<file path="config.mk">
export PLATFORM = sky130hd
export DESIGN_NAME = if_stage
export DESIGN_NICKNAME = d
export VERILOG_FILES = /design/src/rtl/if_stage_pkg.sv /design/src/rtl/if_stage.sv
export SDC_FILE = /design/constraint.sdc
export NUM_CORES = 1
export LEC_CHECK = 0
export ABC_CLOCK_PERIOD_IN_PS = 2300
export CAP_MARGIN = 20
export CELL_PAD_IN_SITES_DETAIL_PLACEMENT = 0
export CELL_PAD_IN_SITES_GLOBAL_PLACEMENT = 1
export CORE_UTILIZATION = 32
export DETAILED_ROUTE_END_ITERATION = 12
export MAX_ROUTING_LAYER = met4
export PLACE_DENSITY = 0.92
export SYNTH_ARGS = -nofsm -noshare
export SYNTH_HDL_FRONTEND = slang
export SYNTH_SLANG_ARGS = --single-unit
export TNS_END_PERCENT = 10
</file>
<file path="constraint.sdc">
create_clock -name clock -period 2.3 [get_ports clock]
set_input_delay 0.23 -clock clock [delete_from_list [all_inputs] [get_ports clock]]
set_output_delay 0.23 -clock clock [all_outputs]
set_load 0.005 [all_outputs]
</file>
<file path="src/rtl/if_stage_pkg.sv">
// if_stage_pkg: CPU-wide scalar types plus the ID->IF branch bus and IF->ID instruction bus.
package cpu_params;
  typedef logic [31:0] ProgramCount;
  typedef logic [31:0] CpuData;
endpackage

package id_stage_params;
  import cpu_params::*;
  typedef struct packed {
    logic        branch_taken;
    ProgramCount branch_target;
  } IDToIFBranchBusData;
endpackage

package if_stage_params;
  import cpu_params::*;
  localparam ProgramCount RESET_VECTOR = 32'hBFC00000;
  typedef struct packed {
    logic        valid;
    ProgramCount program_count;
    CpuData      instruction;
  } IFToIDInstructionBusData;
endpackage

</file>
<file path="src/rtl/if_stage.sv">
// if_stage: pre-IF address generation, IF instruction register with read-data buffer, delayed-branch handling.
module if_stage
  import cpu_params::*, id_stage_params::*, if_stage_params::*;
(
  input  logic                    clock,
  input  logic                    reset,
  input  logic                    id_allow_in,
  input  IDToIFBranchBusData      id_to_if_branch_bus,
  output IFToIDInstructionBusData if_to_id_instruction_bus,
  output logic                    instruction_sram_enabled,
  output logic [3:0]              instruction_sram_write_enabled,
  output ProgramCount             instruction_sram_address,
  output CpuData                  instruction_sram_write_data,
  input  CpuData                  instruction_sram_read_data
);
  logic        r_if_valid;
  ProgramCount r_if_pc;
  logic        r_buf_valid;
  CpuData      r_buf_data;
  logic        r_br_armed;
  logic        r_br_slot;
  ProgramCount r_br_target;
  logic        w_if_ready_go;
  logic        w_if_allow_in;
  logic        w_issue;
  logic        w_transfer;
  logic        w_take_pending;
  logic        w_take_now;
  logic        w_capture;
  logic        w_latch;
  ProgramCount w_next_pc;
  assign w_if_ready_go  = 1'b1;
  assign w_if_allow_in  = !r_if_valid || (w_if_ready_go && id_allow_in);
  assign w_issue        = w_if_allow_in && !reset;
  assign w_transfer     = r_if_valid && w_if_ready_go && id_allow_in;
  assign w_take_pending = r_br_armed && !r_br_slot;
  assign w_take_now     = id_to_if_branch_bus.branch_taken && r_if_valid;
  assign w_next_pc      = w_take_pending ? r_br_target :
                          w_take_now     ? id_to_if_branch_bus.branch_target : r_if_pc + 32'd4;
  // A branch seen while armed is the same decode instruction still waiting; never recapture it.
  assign w_capture      = id_to_if_branch_bus.branch_taken && !r_br_armed && !(w_issue && w_take_now);
  assign w_latch        = r_if_valid && !r_buf_valid && !w_transfer;
  assign instruction_sram_enabled       = w_issue;
  assign instruction_sram_address       = w_next_pc;
  assign instruction_sram_write_enabled = 4'd0;
  assign instruction_sram_write_data    = '0;
  assign if_to_id_instruction_bus = '{
    valid:         r_if_valid && w_if_ready_go,
    program_count: r_if_pc,
    instruction:   r_buf_valid ? r_buf_data : instruction_sram_read_data
  };
  always_ff @(posedge clock) begin
    if (reset) begin
      r_if_valid  <= 1'b0;
      r_if_pc     <= RESET_VECTOR - 32'd4;
      r_buf_valid <= 1'b0;
      r_buf_data  <= '0;
      r_br_armed  <= 1'b0;
      r_br_slot   <= 1'b0;
      r_br_target <= '0;
    end else begin
      if (w_issue) begin
        r_if_valid <= 1'b1;
        r_if_pc    <= w_next_pc;
      end
      if (w_transfer) r_buf_valid <= 1'b0;
      else if (w_latch) r_buf_valid <= 1'b1;
      if (w_latch) r_buf_data <= instruction_sram_read_data;
      // The delay slot is outstanding only if it could not be fetched in the capture cycle itself.
      if (w_capture) begin
        r_br_armed  <= 1'b1;
        r_br_slot   <= !r_if_valid && !w_issue;
        r_br_target <= id_to_if_branch_bus.branch_target;
      end else if (w_issue && r_br_armed) begin
        r_br_armed <= r_br_slot;
        r_br_slot  <= 1'b0;
      end
    end
  end
endmodule

</file>
; ---- After elaboration in Yosys (flattened, before gate mapping)
; Index checks and enable logic that the tools add are counted.
; Widths: inputs -> output; s select.
[totals]
ff_bits = 100
input_bits = 68
out_inout_bits = 134
elab_cells = 37
[classes]
addsub = 1
mux = 7
reduce_logical = 22
[op_table]
columns = op, n
row1 = $mux 32, 3
row2 = $add 32x3->32 const B, 1
row3 = $logic_and 1x1->1, 11
row4 = $logic_not 1->1, 8
row5 = $mux 1, 4
row6 = $reduce_bool 2->1, 1
row7 = $reduce_or 2->1, 1
row8 = $logic_or 1x1->1, 1

; ---- Longest topological paths before layout
[logic_depth]
depth_word = 7
depth_mapped = 9
ltp_nobuf = 6

; ---- Least setup slack after synthesis
; OpenSTA, ideal clock, no wires.
[synth_timing]
path_kind = register to register
start = reg r_if_pc[2]
end = reg r_if_pc[26]
setup_ns = 0.134
arrival_ns = 1.858
required_time_ns = 2.166
slack_ns = 0.308
path_stages_with_launch = 7
path_buffers = 0
synth_period_minus_slack_ns = 1.992
cell_sequence = dfxtp_1 > ha_1 > nand3_2 > nor3_2 > nand4_2 > and3_1 > or4_1
[synth_via]
elab_chain_cells = 3
[synth_rtl]
columns = element, line_no
row1 = start: declaration, if_stage.sv:17  ; ProgramCount r_if_pc;
row2 = start signal: assignment, if_stage.sv:55  ; r_if_pc <= RESET_VECTOR - 32'd4;
row3 = start signal: assignment, if_stage.sv:64  ; r_if_pc <= w_next_pc;
row4 = $add 32x3->32, if_stage.sv:39  ; w_take_now ? id_to_if_branch_bus.branch_target : r_if_pc + 32'd4;
row5 = $mux 32, if_stage.sv:39
row6 = $mux 32, if_stage.sv:38  ; assign w_next_pc = w_take_pending ? r_br_target :
; Every way passes these cells.
; A chain may end at the register's enable or synchronous reset.

; ---- Final worst setup path
[layout_timing]
start = reg r_if_pc[6]
end = reg r_if_pc[22]
; Same word-level chain as after synthesis.

==> flow_summary.yaml <==
die:
  boundaryPins: 202
  rows: 48
  dieArea_um2: 18200
  initial_utilization: 0.328
  die_h_um: 135
  die_x_um: 135
  coreArea_um2: 17200
power_and_ir_drop:
  vdd_drop_max_mv: 0.379
  powerDensity_nw_per_um2: 657
  p_leak_nw: 3.55
logic_synthesis:
  synth_mux_area_frac: 0.0673
  ys_warn_count: 0
  synth_cell_types: 65
  yosys.area_share.adder: 0.00222
  synth-simple-area-share: 0.237
  synth-seq-cells: 100
  async_reset_ff_frac: 0
  synth_xor_xnor_area_share: 0.0326
  synth.avg_cell_area_um2: 7.67
  synth_edf_count: 0
  synth_compound_area_frac: 0.211
  yosysSeqAreaShare: 0.354
  postSynthCellCount: 736
  synth_top_family_by_area: "simple AND/OR/NAND/NOR gates"
  synth_area_um2: 5650
  synth_top_flop_cell: "dfxtp_1"
run_status:
  status: "finished, violations left"
  failed_checks: "setup timing"
flow_run:
  cap_violations: 0
detailed_routing:
  final_antenna_net_count: 0
  via_per_inst: 5.13
  route.detailed.drc: 0
  drt_first_pass_iters: 5
  vias: 6276
  drt_wl_total_um: 19500
  drtIter0Drc: 427
  wl_per_cell_um: 15.9
worst_hold_path:
  min_from: "reset"
  hold_end: "r_if_valid$_SDFFE_PP0P_"
  hp-class: "primary input to flop"
  min_path_cells: 3
sta:
  fmax_mhz: 398
  slew_headroom: 0.652
  timing.final.crit_share: 1.09
  setup_viol: 15
  worst_pin_slew_ns: 0.522
  setup_ws_ns: -0.210
  hold_viol: 0
  final_max_slew_viol_count: 0
  skew_ns: 0.00587
  fin_crit_ns: 2.51
  rsz0062_at_grt: "true"
  holdWs_ns: 0.330
final_layout:
  nFillCells: 1638
  layout-drive-gt1-share: 0.272
  n_antenna_cell: 0
  final_cell_area_um2: 8830
  fin_nets: 1063
  mostFrequentLayoutCell: "nand2_1"
  area_growth_pct: 56.3
  fin_util: 0.512
  layout_common_cells: "174 x nand2_1, 139 x clkdlybuf4s50_1, 124 x buf_4"
critical_path:
  rr_startpoint: "r_if_pc[6]$_SDFFE_PP1P_"
  end_kind: "flop"
  crit_top_cell: "buf_4"
  r2r-end: "r_if_pc[22]$_SDFFE_PP0P_"
  criticalPathCategory: "flop to flop"
  cp_data_required_time_ns: 2.57
  critPathLaunchType: "flop"
  worst_ep_arrival_time_ns: 2.78
  path_cells: "nand3_4 -> buf_6 -> nor4_4 -> buf_4 -> nand4_1 -> buf_4 -> buf_4 -> buf_4 -> buf_4 -> buf_4 -> buf_4 -> buf_4 -> o31a_1 -> o32ai_2"
  critPathSlowestCell: "dfxtp_2"
  startpoint: "r_if_pc[6]$_SDFFE_PP1P_"
  critical_path.max_stage_delay_ns: 0.36
  regToRegSetupSlack_ns: -0.21
  reg2reg_depth: 14
  path_buf_inv: 9
  cp_max_fo: 8
  cp_top_family: "buffers and inverters"
global_routing:
  grt_overflow: 0
  grt_pass1_wl_um: 30300
  antenna_found_initial: 0
  grt_max_degree: 47
  grt_pass1_vias: 6000
  grt_util_all_layers: 0.219
placed_design:
  placed_area_um2: 8030
  io_buffers: 165
  dp_hpwl_um: 13600
  gp_congestion: 0.870
cts:
  htreeDepth: 3
  clkSinkCount: 100
  clockBufferDepth: 2
  tritoncts: "done"
  cts_root_buf: "clkbuf_16"
  numCtsBuffers: 9
  clkTransAtPathRegs_ns: 0.07
  insertion_delay_ns: 0.35
cell families (layout without fill, tap and decap cells):
kind of cell,Yosys count,count (layout)
AO/OA/AOI/OAI,198,198
XOR/XNOR,21,21
adder cells (fa/ha/maj),1,1
buffers and inverters,99,327
flip-flops,100,100
multiplexers,34,34
other,1,36
AND/OR/NAND/NOR,282,282
registers in the layout (all words and copies together) (netlist names):
name	count
r_br_slot	1
r_br_armed	1
r_buf_data	32
r_if_valid	1
r_if_pc	32
r_br_target	32
r_buf_valid	1
through the flow:
step / setup slack, ns / power, mW / TNS [ns] / instances
final: -0.210 / 5.80 / -1.15 / 1224
after global routing: -0.321 / 6.07 / -3.37 / 1224
after CTS: -0.243 / 5.76 / -2.32 / 1220
after detailed placement: -0.131 / 3.81 / -0.721 / 1178
after global placement: -0.153 / 3.79 / -0.407 / 1178
after floorplan: 0.308 / 2.81 / 0 / 771
how the worst max path moves through the flow:
stage                                              end  slack, ns  depth (start not counted)
after global routing          r_if_pc[22]$_SDFFE_PP0P_      -0.32                         14
final                         r_if_pc[22]$_SDFFE_PP0P_      -0.21                         14
after CTS                     r_if_pc[22]$_SDFFE_PP0P_      -0.24                         15
after detailed placement  instruction_sram_address[21]      -0.13                          7
after global placement    instruction_sram_address[21]      -0.15                          7
after floorplan               r_if_pc[26]$_SDFFE_PP1P_       0.31                          6
cell type report:
class                           instances  area, µm²  share of cell area
Multi-Input combinational cell        572       3470               0.393
Timing Repair Buffer                  303       2670               0.303
Sequential cell                       100       2030               0.229
Tap cell                              225        282              0.0319
Clock buffer                           10        239              0.0271
Clock inverter                          6        111              0.0126
Inverter                                8       30.0             0.00340
report_power, final:
group | leakage, nW | internal, mW | switching (mW)
combinational | 2.56 | 1.11 | 0.945
clock | 0.169 | 1.09 | 0.697
sequential | 0.818 | 1.87 | 0.0934
layer usage:
metal / vias up / global-route usage / wire length (µm)
met5: - / - / 0
met4: 0 / 0.0637 / 365
met3: 32 / 0.0417 / 1280
met2: 246 / 0.362 / 9260
met1: 2982 / 0.270 / 8550
li1: 3016 / - / -
Yosys cell counts (3+ instances only):
master | n | area, µm²
buf_4 | 38 | 285
o22ai_1 | 8 | 50.1
buf_2 | 7 | 35.0
buf_1 | 3 | 11.3
nor3_1 | 6 | 30.0
nand3_1 | 12 | 60.1
xnor2_1 | 9 | 78.8
o31a_1 | 3 | 26.3
o31ai_1 | 8 | 60.1
nor2_1 | 30 | 113
or4_1 | 4 | 30.0
o32a_1 | 3 | 30.0
and3_1 | 8 | 50.1
nand2_1 | 175 | 657
and2_1 | 3 | 18.8
or3_1 | 4 | 25.0
nand4_1 | 6 | 37.5
a2bb2oi_1 | 3 | 26.3
a21o_1 | 3 | 22.5
a21oi_1 | 96 | 480
mux2_2 | 32 | 360
dfxtp_1 | 100 | 2000
a31oi_1 | 11 | 68.8
clkbuf_1 | 41 | 154
nor4_2 | 3 | 37.5
xor2_1 | 12 | 105
nand2b_1 | 6 | 37.5
a221o_1 | 4 | 40.0
o21ai_0 | 31 | 155
inv_1 | 7 | 26.3
nor4_1 | 6 | 37.5
a22oi_1 | 9 | 67.6
timing repair:
action,CTS,global route
endpoints found under the setup margin,32,34
gates cloned,1,0
hold buffers,0,0
buffers inserted,25,5
hold endpoints to repair,0,0
pin swaps,26,16
gates resized for setup,108,41
tightest hold or removal path, stage by stage:
cell and delay (ns):
buf_2 0.13, inv_1 0.06, buf_4 0.19
(Power assumes the default switching activity.)
